==> src/rtl/cp0_exception_unit.sv <==
// CP0 coprocessor: SR/Cause/EPC/PRId registers, interrupt and exception request logic.
// Define CP0_BADVADDR_EN to add the BadVAddr register (reg 8).
module cp0_exception_unit (
   input  logic        clk,
   input  logic        reset,
   input  logic [4:0]  A1,
   input  logic [4:0]  A2,
   input  logic [31:0] DIn,
   input  logic        WE,
   input  logic [31:0] VPC,
   input  logic        BDIn,
   input  logic [4:0]  ExcCodeIn,
   input  logic [31:0] BadAddrIn,
   input  logic [5:0]  HWInt,
   input  logic        EXLClr,
   output logic        Req,
   output logic [31:0] EPCOut,
   output logic [31:0] DOut
);

   localparam logic [31:0] PRID = 32'h0000_4D50;

   logic [5:0]  sr_im_q, sr_im_d;
   logic        sr_exl_q, sr_exl_d;
   logic        sr_ie_q, sr_ie_d;
   logic        cause_bd_q, cause_bd_d;
   logic [5:0]  cause_ip_q, cause_ip_d;
   logic [4:0]  cause_exc_q, cause_exc_d;
   logic [31:0] epc_q, epc_d;
   logic [31:0] badvaddr_rd;

   logic        int_req;
   logic        exc_req;
   logic [31:0] epc_exc;
   logic [31:0] sr_word;
   logic [31:0] cause_word;

   assign int_req = (|(HWInt & sr_im_q)) & sr_ie_q & ~sr_exl_q;
   assign exc_req = (ExcCodeIn != 5'd0) & ~sr_exl_q;
   assign Req     = int_req | exc_req;

   // A delay-slot victim restarts at its branch so the branch re-executes.
   assign epc_exc = (BDIn ? (VPC - 32'd4) : VPC) & ~32'h3;

   assign sr_word    = {16'h0, sr_im_q, 8'h0, sr_exl_q, sr_ie_q};
   assign cause_word = {cause_bd_q, 15'h0, cause_ip_q, 3'h0, cause_exc_q, 2'h0};

   always_comb begin
      sr_im_d     = sr_im_q;
      sr_exl_d    = sr_exl_q;
      sr_ie_d     = sr_ie_q;
      cause_bd_d  = cause_bd_q;
      cause_ip_d  = HWInt;
      cause_exc_d = cause_exc_q;
      epc_d       = epc_q;
      if (Req) begin
         sr_exl_d    = 1'b1;
         cause_exc_d = int_req ? 5'd0 : ExcCodeIn;
         cause_bd_d  = BDIn;
         epc_d       = epc_exc;
      end else begin
         if (WE && (A2 == 5'd12)) begin
            sr_im_d  = DIn[15:10];
            sr_exl_d = DIn[1];
            sr_ie_d  = DIn[0];
         end
         if (WE && (A2 == 5'd14)) epc_d = DIn;
         if (EXLClr) sr_exl_d = 1'b0;
      end
   end

   always_ff @(posedge clk) begin
      if (reset) begin
         sr_im_q     <= 6'h0;
         sr_exl_q    <= 1'b0;
         sr_ie_q     <= 1'b0;
         cause_bd_q  <= 1'b0;
         cause_ip_q  <= 6'h0;
         cause_exc_q <= 5'h0;
         epc_q       <= 32'h0;
      end else begin
         sr_im_q     <= sr_im_d;
         sr_exl_q    <= sr_exl_d;
         sr_ie_q     <= sr_ie_d;
         cause_bd_q  <= cause_bd_d;
         cause_ip_q  <= cause_ip_d;
         cause_exc_q <= cause_exc_d;
         epc_q       <= epc_d;
      end
   end

`ifdef CP0_BADVADDR_EN
   logic [31:0] badvaddr_q, badvaddr_d;

   always_comb begin
      badvaddr_d = badvaddr_q;
      if (Req && exc_req && !int_req && ((ExcCodeIn == 5'd4) || (ExcCodeIn == 5'd5)))
         badvaddr_d = BadAddrIn;
   end

   always_ff @(posedge clk) begin
      if (reset) badvaddr_q <= 32'h0;
      else       badvaddr_q <= badvaddr_d;
   end

   assign badvaddr_rd = badvaddr_q;
`else
   logic unused_badaddr;
   assign unused_badaddr = ^BadAddrIn;
   assign badvaddr_rd    = 32'h0;
`endif

   assign EPCOut = epc_q;

   always_comb begin
      DOut = 32'h0;
      case (A1)
         5'd8:    DOut = badvaddr_rd;
         5'd12:   DOut = sr_word;
         5'd13:   DOut = cause_word;
         5'd14:   DOut = epc_q;
         5'd15:   DOut = PRID;
         default: DOut = 32'h0;
      endcase
   end

endmodule

==> config.mk <==
export PLATFORM = sky130hd
export DESIGN_NAME = cp0_exception_unit
export DESIGN_NICKNAME = d
export VERILOG_FILES = /design/src/rtl/cp0_exception_unit.sv
export SDC_FILE = /design/constraint.sdc
export NUM_CORES = 1
export LEC_CHECK = 0
export CAP_MARGIN = 40
export CORE_MARGIN = 3
export CORE_UTILIZATION = 41
export CTS_BUF_LIST = sky130_fd_sc_hd__clkbuf_16
export DETAILED_ROUTE_END_ITERATION = 16
export GPL_TIMING_DRIVEN = 0
export MAX_ROUTING_LAYER = met4
export PLACE_DENSITY = 0.82
export SLEW_MARGIN = 0
export SYNTH_ARGS = -nofsm -noshare
export SYNTH_HDL_FRONTEND = slang
export SYNTH_SLANG_ARGS = --single-unit
==> constraint.sdc <==
create_clock -name clk -period 2.6 [get_ports clk]
set_input_delay 0.26 -clock clk [delete_from_list [all_inputs] [get_ports clk]]
set_output_delay 0.26 -clock clk [all_outputs]
set_load 0.05 [all_outputs]
# After elaboration in Yosys (flattened, before gate mapping)
# Cells that the tools add are included.
dict set report word_totals {
  input_bits 122
  output_inout_bits 65
  word_cells 38
  regBits 52
}
dict set report op_classes {
  mux 8
  bitwise_logic 7
  eq_ne 6
  n_addsub 1
  reduce_logical 8
}
# operator count
set ops {}
lappend ops {{$pmux 32 s4} 1}
lappend ops {{$mux 32} 3}
lappend ops {{$sub 32x3->32 const B} 1}
lappend ops {{$eq 5x4->1 const B} 6}
lappend ops {{$and 6x6->6} 1}
lappend ops {{$reduce_or 6->1} 1}
lappend ops {{$mux 5} 1}
lappend ops {{$reduce_bool 5->1} 1}
lappend ops {{$and 1x1->1} 3}
lappend ops {{$mux 1} 3}
lappend ops {{$reduce_bool 3->1} 1}
lappend ops {{$logic_and 1x1->1} 2}
lappend ops {{$not 1->1} 2}
lappend ops {{$reduce_and 2->1} 1}
lappend ops {{$reduce_bool 2->1} 1}
lappend ops {{$reduce_or 2->1} 1}
lappend ops {{$or 1x1->1} 1}

# Logic depth before layout (Yosys ltp)
# Gate-level depths: netlist of run 1.
dict set report logic_depth {
  depth_word 7
  ltp_mapped 7
  depth_no_buf 6
}

# Least setup slack after synthesis of run 1
# OpenSTA, ideal clock, no wires.
dict set report synth_path {
  path_type {input-to-output}
  startpoint {input port A1[1]}
  endpoint {output port DOut[10]}
  path_buffers 2
  arrival_time_ps 2106
  t_required_ps 2340
  path_slack_ps 234
  path_stages 4
  path_cell_list {clkbuf_1 clkbuf_1 a211oi_1 nor3_1}
}
dict set report synth_between {
  elab_chain_cells 2
  word_cells_on_any_way 5
  cone_classes {4 x eq/ne; 1 x mux}
}
# item line
set synth_lines {}
lappend synth_lines {{start, declared} 6} ;# input logic [4:0] A1,
lappend synth_lines {{$eq 5x4->1} 117} ;# case (A1)
lappend synth_lines {{$pmux 32 s4 *} 117}
lappend synth_lines {{end, declared} 18} ;# output logic [31:0] DOut
# Every way passes the cells marked *; elsewhere a longest branch is shown, timed or not.

# Worst setup path after layout of run 1
dict set report layout_path {
  startpoint {input port A1[0]}
  endpoint {output port DOut[22]}
}
# The elaborated chain is that of the path after synthesis.

==> results of run 1 <==
per-stage QoR:
step           setup TNS, ps  util [%]
5_1_grt                    0      64.8
6_report                   0      64.8
2_1_floorplan              0         -
3_3_place_gp          -16170      62.4
3_5_place_dp          -13470      62.4
4_1_cts                    0      64.5
cell usage in the layout, fill, tap and decap left out, drive strengths merged, types with 7 or more instances in the layout:
cell type | Yosys | routed
dlygate4sd2 | 0 | 12
o31a | 11 | 11
a21oi | 15 | 15
clkdlybuf4s15 | 0 | 10
nand2b | 15 | 15
buf | 8 | 10
clkbuf | 38 | 43
nor2b | 13 | 13
a211oi | 25 | 25
dlymetal6s2s | 0 | 7
a41o | 13 | 13
nand3 | 10 | 10
inv | 8 | 8
nor3 | 13 | 13
or3 | 10 | 10
nor2 | 22 | 22
and2 | 17 | 17
dfxtp | 52 | 52
a31oi | 13 | 13
or4 | 11 | 11
nor4 | 22 | 22
o31ai | 24 | 24
mux2i | 23 | 23
nand4b | 16 | 16
clkdlybuf4s50 | 0 | 118
where the power goes:
part           internal (W)  leakage [nW]  switching, W
Clock              0.000453        0.0814      0.000297
Combinational      0.000317          1.46      0.000433
Sequential         0.000854         0.431     0.0000543
Total               0.00162          1.97      0.000784
cells by family after synthesis:
family,synth area share [%]
and+or+nand+nor,30.4
AOI/OAI and AO/OA,25.8
buffers and inverters,6.12
DFF,28.6
muxes,6.32
xor gates and xnor gates,2.41
adders and majority gates,0.344
cell type report:
cell class | count | area, sq um
sequential | 52 | 1040
inverter | 8 | 30.0
buffer | 46 | 194
clock inverter | 3 | 42.5
timing repair buffer | 149 | 1500
fill | 729 | 2970
multi-input combinational | 335 | 2390
tap | 105 | 131
clock buffer | 5 | 125
worst max-delay path, stage by stage:
cell and delay [ps]:
clkdlybuf4s50_1 520, nor2b_2 280, nor2b_4 350, clkbuf_2 290, and2_1 170, clkdlybuf4s15_2 380
routing by layer:
layer / part of all wire, % / track usage [%] / routed length (microns) / vias up
met4: 2.7 / 8.19 / 358 / 0
met2: 47 / 43.1 / 6330 / 250
met3: 9.4 / 3.54 / 1270 / 34
li1: - / - / - / 2031
met1: 41 / 34.5 / 5500 / 2014
met5: 0 / - / 0 / -
worst paths after layout:
kind                                             startpoint                           to  cells after the start
worst min-delay path                                 VPC[4]       EPCOut[4]$_SDFFE_PP0P_                      4
worst max-delay path                                  A1[0]                     DOut[22]                      6
worst max register to register      sr_im_q[4]$_SDFFE_PP0P_      sr_im_q[3]$_SDFFE_PP0P_                      5
worst min register to register  cause_exc_q[2]$_SDFFE_PP0N_  cause_exc_q[2]$_SDFFE_PP0N_                      2
state kept, by name (all words and copies together) (netlist names):
name,count
cause_bd_q,1
sr_exl_q,1
sr_im_q,6
cause_exc_q,5
cause_ip_q,6
sr_ie_q,1
EPCOut,32
==> run_results.csv, run 1 <==
group,metric,value,unit
outcome,status,"finished, final reports clean",
synthesis,ys_seq_area_share,28.6,%
global_route,grt_overflow,0,
worst_setup_path,startpoint_type,"input pin",
synthesis,yosysTopAreaCell,"dfxtp_1",
synthesis,synth_commonest_cells,"dfxtp_1 (52), clkbuf_1 (38), a211oi_1 (25), o31ai_1 (24), mux2i_1 (23)",
cells_and_area,layout-drive-gt1-share,6.35,%
min_path,hold_class,"input pin to register",
global_route,grt_pass1_wl,20900,microns
floorplan,core,8420,sq um
synthesis,ys_ff_latch,52,
synthesis,synth-edff-count,0,
global_route,grt_use_total,26.6,%
synthesis,synth_area,3640,sq um
synthesis,synth.top_cell.area_share,28.6,%
place,dp_hpwl,10800,microns
timing,setup_ws,76.6,ps
cts,cts_resized,49,
cells_and_area,area_growth,49.8,%
detailed_routing,drt-total-wl,13500,microns
synthesis,synthCells,441,
cts,cts.sinks,52,
cells_and_area,instances_no_fill,703,
synthesis,synthFlopType,"dfxtp_1",
cells_and_area,final_nets,720,
timing,hold_viol_final,0,
detailed_routing,wl_per_cell,19.1,microns
place,dp_cells,695,
power,p_total,0.00241,W
timing,slew_viol_final,0,
cells_and_area,antenna_cells,0,
global_route,grt_start_max_net_pins,17,
cts,cts_buffer_depth,2,
worst_setup_path,r2r_slack,390,ps
timing,fin_hold_ws,365,ps
timing,worst_pin_slew,795,ps
run,cap_violations,0,
timing,fin_crit,2520,ps
cts,cts-hold-fix-buffers,0,
floorplan,core.rowCount,33,
detailed_routing,drc,0,
detailed_routing,num_vias,4329,
timing,max-slew-margin-rel,47.0,%
floorplan,die_h,100,microns
timing,setup-violations-final,0,
global_route,antenna_found_initial,0,
cts,cts.clk_slew.worst_paths,70,ps
worst_setup_path,cp.arrival,2260,ps
floorplan,die-area,10000,sq um
detailed_routing,drtAntennaViolNets,0,
worst_setup_path,worstSetupEndpointType,"primary output",
cells_and_area,stdcell_area,5450,sq um
cts,cts_tree,"built",
cts,cts-buffers-inserted,5,
worst_setup_path,worstPathMaxFanout,10,
place,placed_area,5260,sq um
floorplan,die_w,100,microns
timing,rsz0062_at_grt,"false",
synthesis,synthArstFlopShare,0,%
synthesis,ys_warn_count,0,
timing,finalCritPeriodShare,97.1,%
timing,fin_skew,2.48,ps
floorplan,start_util,43.2,%
detailed_routing,viasPerCell,6.16,
detailed_routing,dr.first_iter.drc_count,404,
place,place_ws,-936,ps
power,p_leak,1.97,nW
synthesis,synthTopCellsByArea,"dfxtp_1 (29%), mux2i_1 (6.3%), a211oi_1 (5.2%)",
cts,clkLatencyLatePin,290,ps
floorplan,ioPinCount,187,
power,power_density,442,nW/um^2
cts,htreeDepth,2,
place,io_buffers,148,
synthesis,yosys.cell_types.count,51,
worst_setup_path,critPathKind,"input pin to primary output",
synthesis,synth.most_common_cell,"dfxtp_1",
timing,max_clock_freq,396,MHz
detailed_routing,dr.pass1.iters,5,
global_route,grt_pass1_vias,4076,
cts,cts_root_buf,"clkbuf_16",
power,peakVddDrop,0.273,mV
place,gp_congestion,0.897,
cts,cts_setup_buffers,0,
synthesis,syn_avg_cell_area,8.26,sq um
synthesis,synth_nets,564,
worst_setup_path,cp_data_required_time,2340,ps
(Power assumes the default switching activity.)
==> run 2, diff against run 1 <==
--- a/config.mk
+++ b/config.mk
@@ -6,9 +6,11 @@
 export NUM_CORES = 1
 export LEC_CHECK = 0
 export CAP_MARGIN = 40
+export CORE_ASPECT_RATIO = 1.5
 export CORE_MARGIN = 3
 export CORE_UTILIZATION = 41
 export CTS_BUF_LIST = sky130_fd_sc_hd__clkbuf_16
+export CTS_CLUSTER_SIZE = 40
 export DETAILED_ROUTE_END_ITERATION = 16
 export GPL_TIMING_DRIVEN = 0
 export MAX_ROUTING_LAYER = met4
==> run 2 against run 1 <==
  * Final area hardly changed
  * Clock-buffer cell count stayed put
  * Sequential share of layout area hardly changed
  * Via count is 0.44% higher
  * Critical path type unchanged
  * Critical endpoint is now DOut[9]
==> run_results.csv, run 2 (synthesis results as in run 1) <==
group,metric,value,unit
min_path,hold_class,"input pin to register",
timing,rsz0062_at_grt,"false",
global_route,grt_pass1_vias,4218,
power,p_total,0.00240,W
detailed_routing,drtAntennaViolNets,0,
global_route,antenna_found_initial,0,
place,dp_hpwl,11200,microns
detailed_routing,dr.pass1.iters,5,
global_route,grt_overflow,0,
floorplan,die-area,10100,sq um
timing,setup-violations-final,0,
global_route,grt_pass1_wl,21700,microns
timing,max-slew-margin-rel,49.3,%
place,gp_congestion,0.925,
timing,fin_skew,7.80,ps
power,p_leak,2.00,nW
cts,cts_root_buf,"clkbuf_16",
floorplan,start_util,42.8,%
timing,fin_crit,2520,ps
worst_setup_path,worstPathMaxFanout,10,
cells_and_area,largest_reg_flops,32,
power,seqPwrFrac,37.7,%
power,p_comb_share,31.4,%
cells_and_area,final_cell_mix,"clkdlybuf4s50_1 (118), dfxtp_1 (52), clkbuf_1 (37)",
floorplan,die_w,82.9,microns
cells_and_area,final_nets,720,
cts,cts-buffers-inserted,5,
cts,cts_setup_buffers,0,
worst_setup_path,startpoint_type,"input pin",
cts,cts_buffer_depth,2,
worst_setup_path,worstSetupEndpointType,"primary output",
cts,htreeDepth,2,
floorplan,ioPinCount,187,
detailed_routing,viasPerCell,6.17,
detailed_routing,drc,0,
timing,worst_pin_slew,760,ps
power,internal_power,0.00162,W
cells_and_area,antenna_cells,0,
power,switching_share,32.5,%
cells_and_area,layout-drive-gt1-share,6.19,%
floorplan,core,8520,sq um
power,power_density,440,nW/um^2
timing,tns,0,ps
power,power_switching,0.000780,W
place,dp_cells,697,
cells_and_area,instances_no_fill,705,
detailed_routing,dr.first_iter.drc_count,370,
timing,slew_viol_final,0,
worst_setup_path,cp_data_required_time,2340,ps
cts,cts.clk_slew.worst_paths,70,ps
detailed_routing,drt-total-wl,14100,microns
place,placed_area,5260,sq um
cells_and_area,final_common_cell,"clkdlybuf4s50_1",
timing,max_clock_freq,397,MHz
detailed_routing,num_vias,4348,
cts,cts-hold-fix-buffers,0,
cells_and_area,area_growth,49.9,%
floorplan,die_h,121,microns
timing,finalCritPeriodShare,96.9,%
cts,cts.sinks,52,
detailed_routing,wl_per_cell,19.9,microns
floorplan,core.rowCount,41,
timing,hold_viol_final,0,
outcome,status,"finished, final reports clean",
place,io_buffers,148,
global_route,grt_start_max_net_pins,16,
power,peakVddDrop,0.352,mV
cts,cts_tree,"built",
cts,clkLatencyLatePin,290,ps
run,cap_violations,0,
power,clkPwrFrac,30.8,%
cells_and_area,stdcell_area,5460,sq um
worst_setup_path,critPathKind,"input pin to primary output",
global_route,grt_use_total,27.2,%
worst_setup_path,cp.arrival,2260,ps
[run 2: per-stage QoR]
stage	worst slack, ps	util [%]	hold slack [ps]
floorplan	234	-	388
global placement	-870	61.7	452
detailed placement	-913	61.8	463
CTS	0.752	63.8	376
global route	2.41	64.1	403
finish	80.9	64.1	381
[run 2: final timing paths]
kind	start	endpoint	slack, ps	cells past startpoint
setup / recovery	A1[0]	DOut[9]	80	6
hold reg to reg	cause_exc_q[2]$_SDFFE_PP0N_	cause_exc_q[2]$_SDFFE_PP0N_	470	2
hold / removal	VPC[4]	EPCOut[4]$_SDFFE_PP0P_	380	4
setup reg to reg	sr_im_q[1]$_SDFFE_PP0P_	sr_ie_q$_SDFFE_PP0P_	350	5
[run 2: cell type report]
cell class,count,area [sq um]
well taps,107,134
flip-flops and latches,52,1040
clock buffers,5,125
plain buffers,46,194
clock inverters,3,38.8
multi-input cells,335,2390
fillers,752,3060
repair buffers,149,1500
inverters,8,30.0
[run 2: power groups by stage]
stage	combinational (W)	clock, W	sequential, W
after floorplan	0.000271	0	0.00106
after global placement	0.000735	0	0.000921
after detailed placement	0.000746	0	0.000921
after CTS	0.000749	0.000741	0.000904
after global routing	0.000795	0.000773	0.000911
final	0.000755	0.000740	0.000906
[run 2: what timing repair did]
| action | CTS | global route |
|---|---|---|
| resized for setup | 46 | 13 |
| pin swaps | 0 | 0 |
| endpoints found under the setup margin | 19 | 21 |
| gates cloned | 0 | 0 |
[run 2: critical path, cell delays in order]
cell and delay (ps):
clkdlybuf4s50_1 520, nor2b_2 300, nor2b_4 350, clkbuf_2 290
and2_1 160, clkdlybuf4s15_2 370
[run 2: layer usage]
layer / routed length (microns) / share of wire [%] / vias to the layer above / track usage, %
li1: - / - / 2029 / -
met4: 446 / 3.2 / 0 / 10.8
met2: 7510 / 53 / 230 / 49.5
met3: 849 / 6.0 / 33 / 3.26
met5: 0 / 0 / - / -
met1: 5260 / 37 / 2056 / 29.9
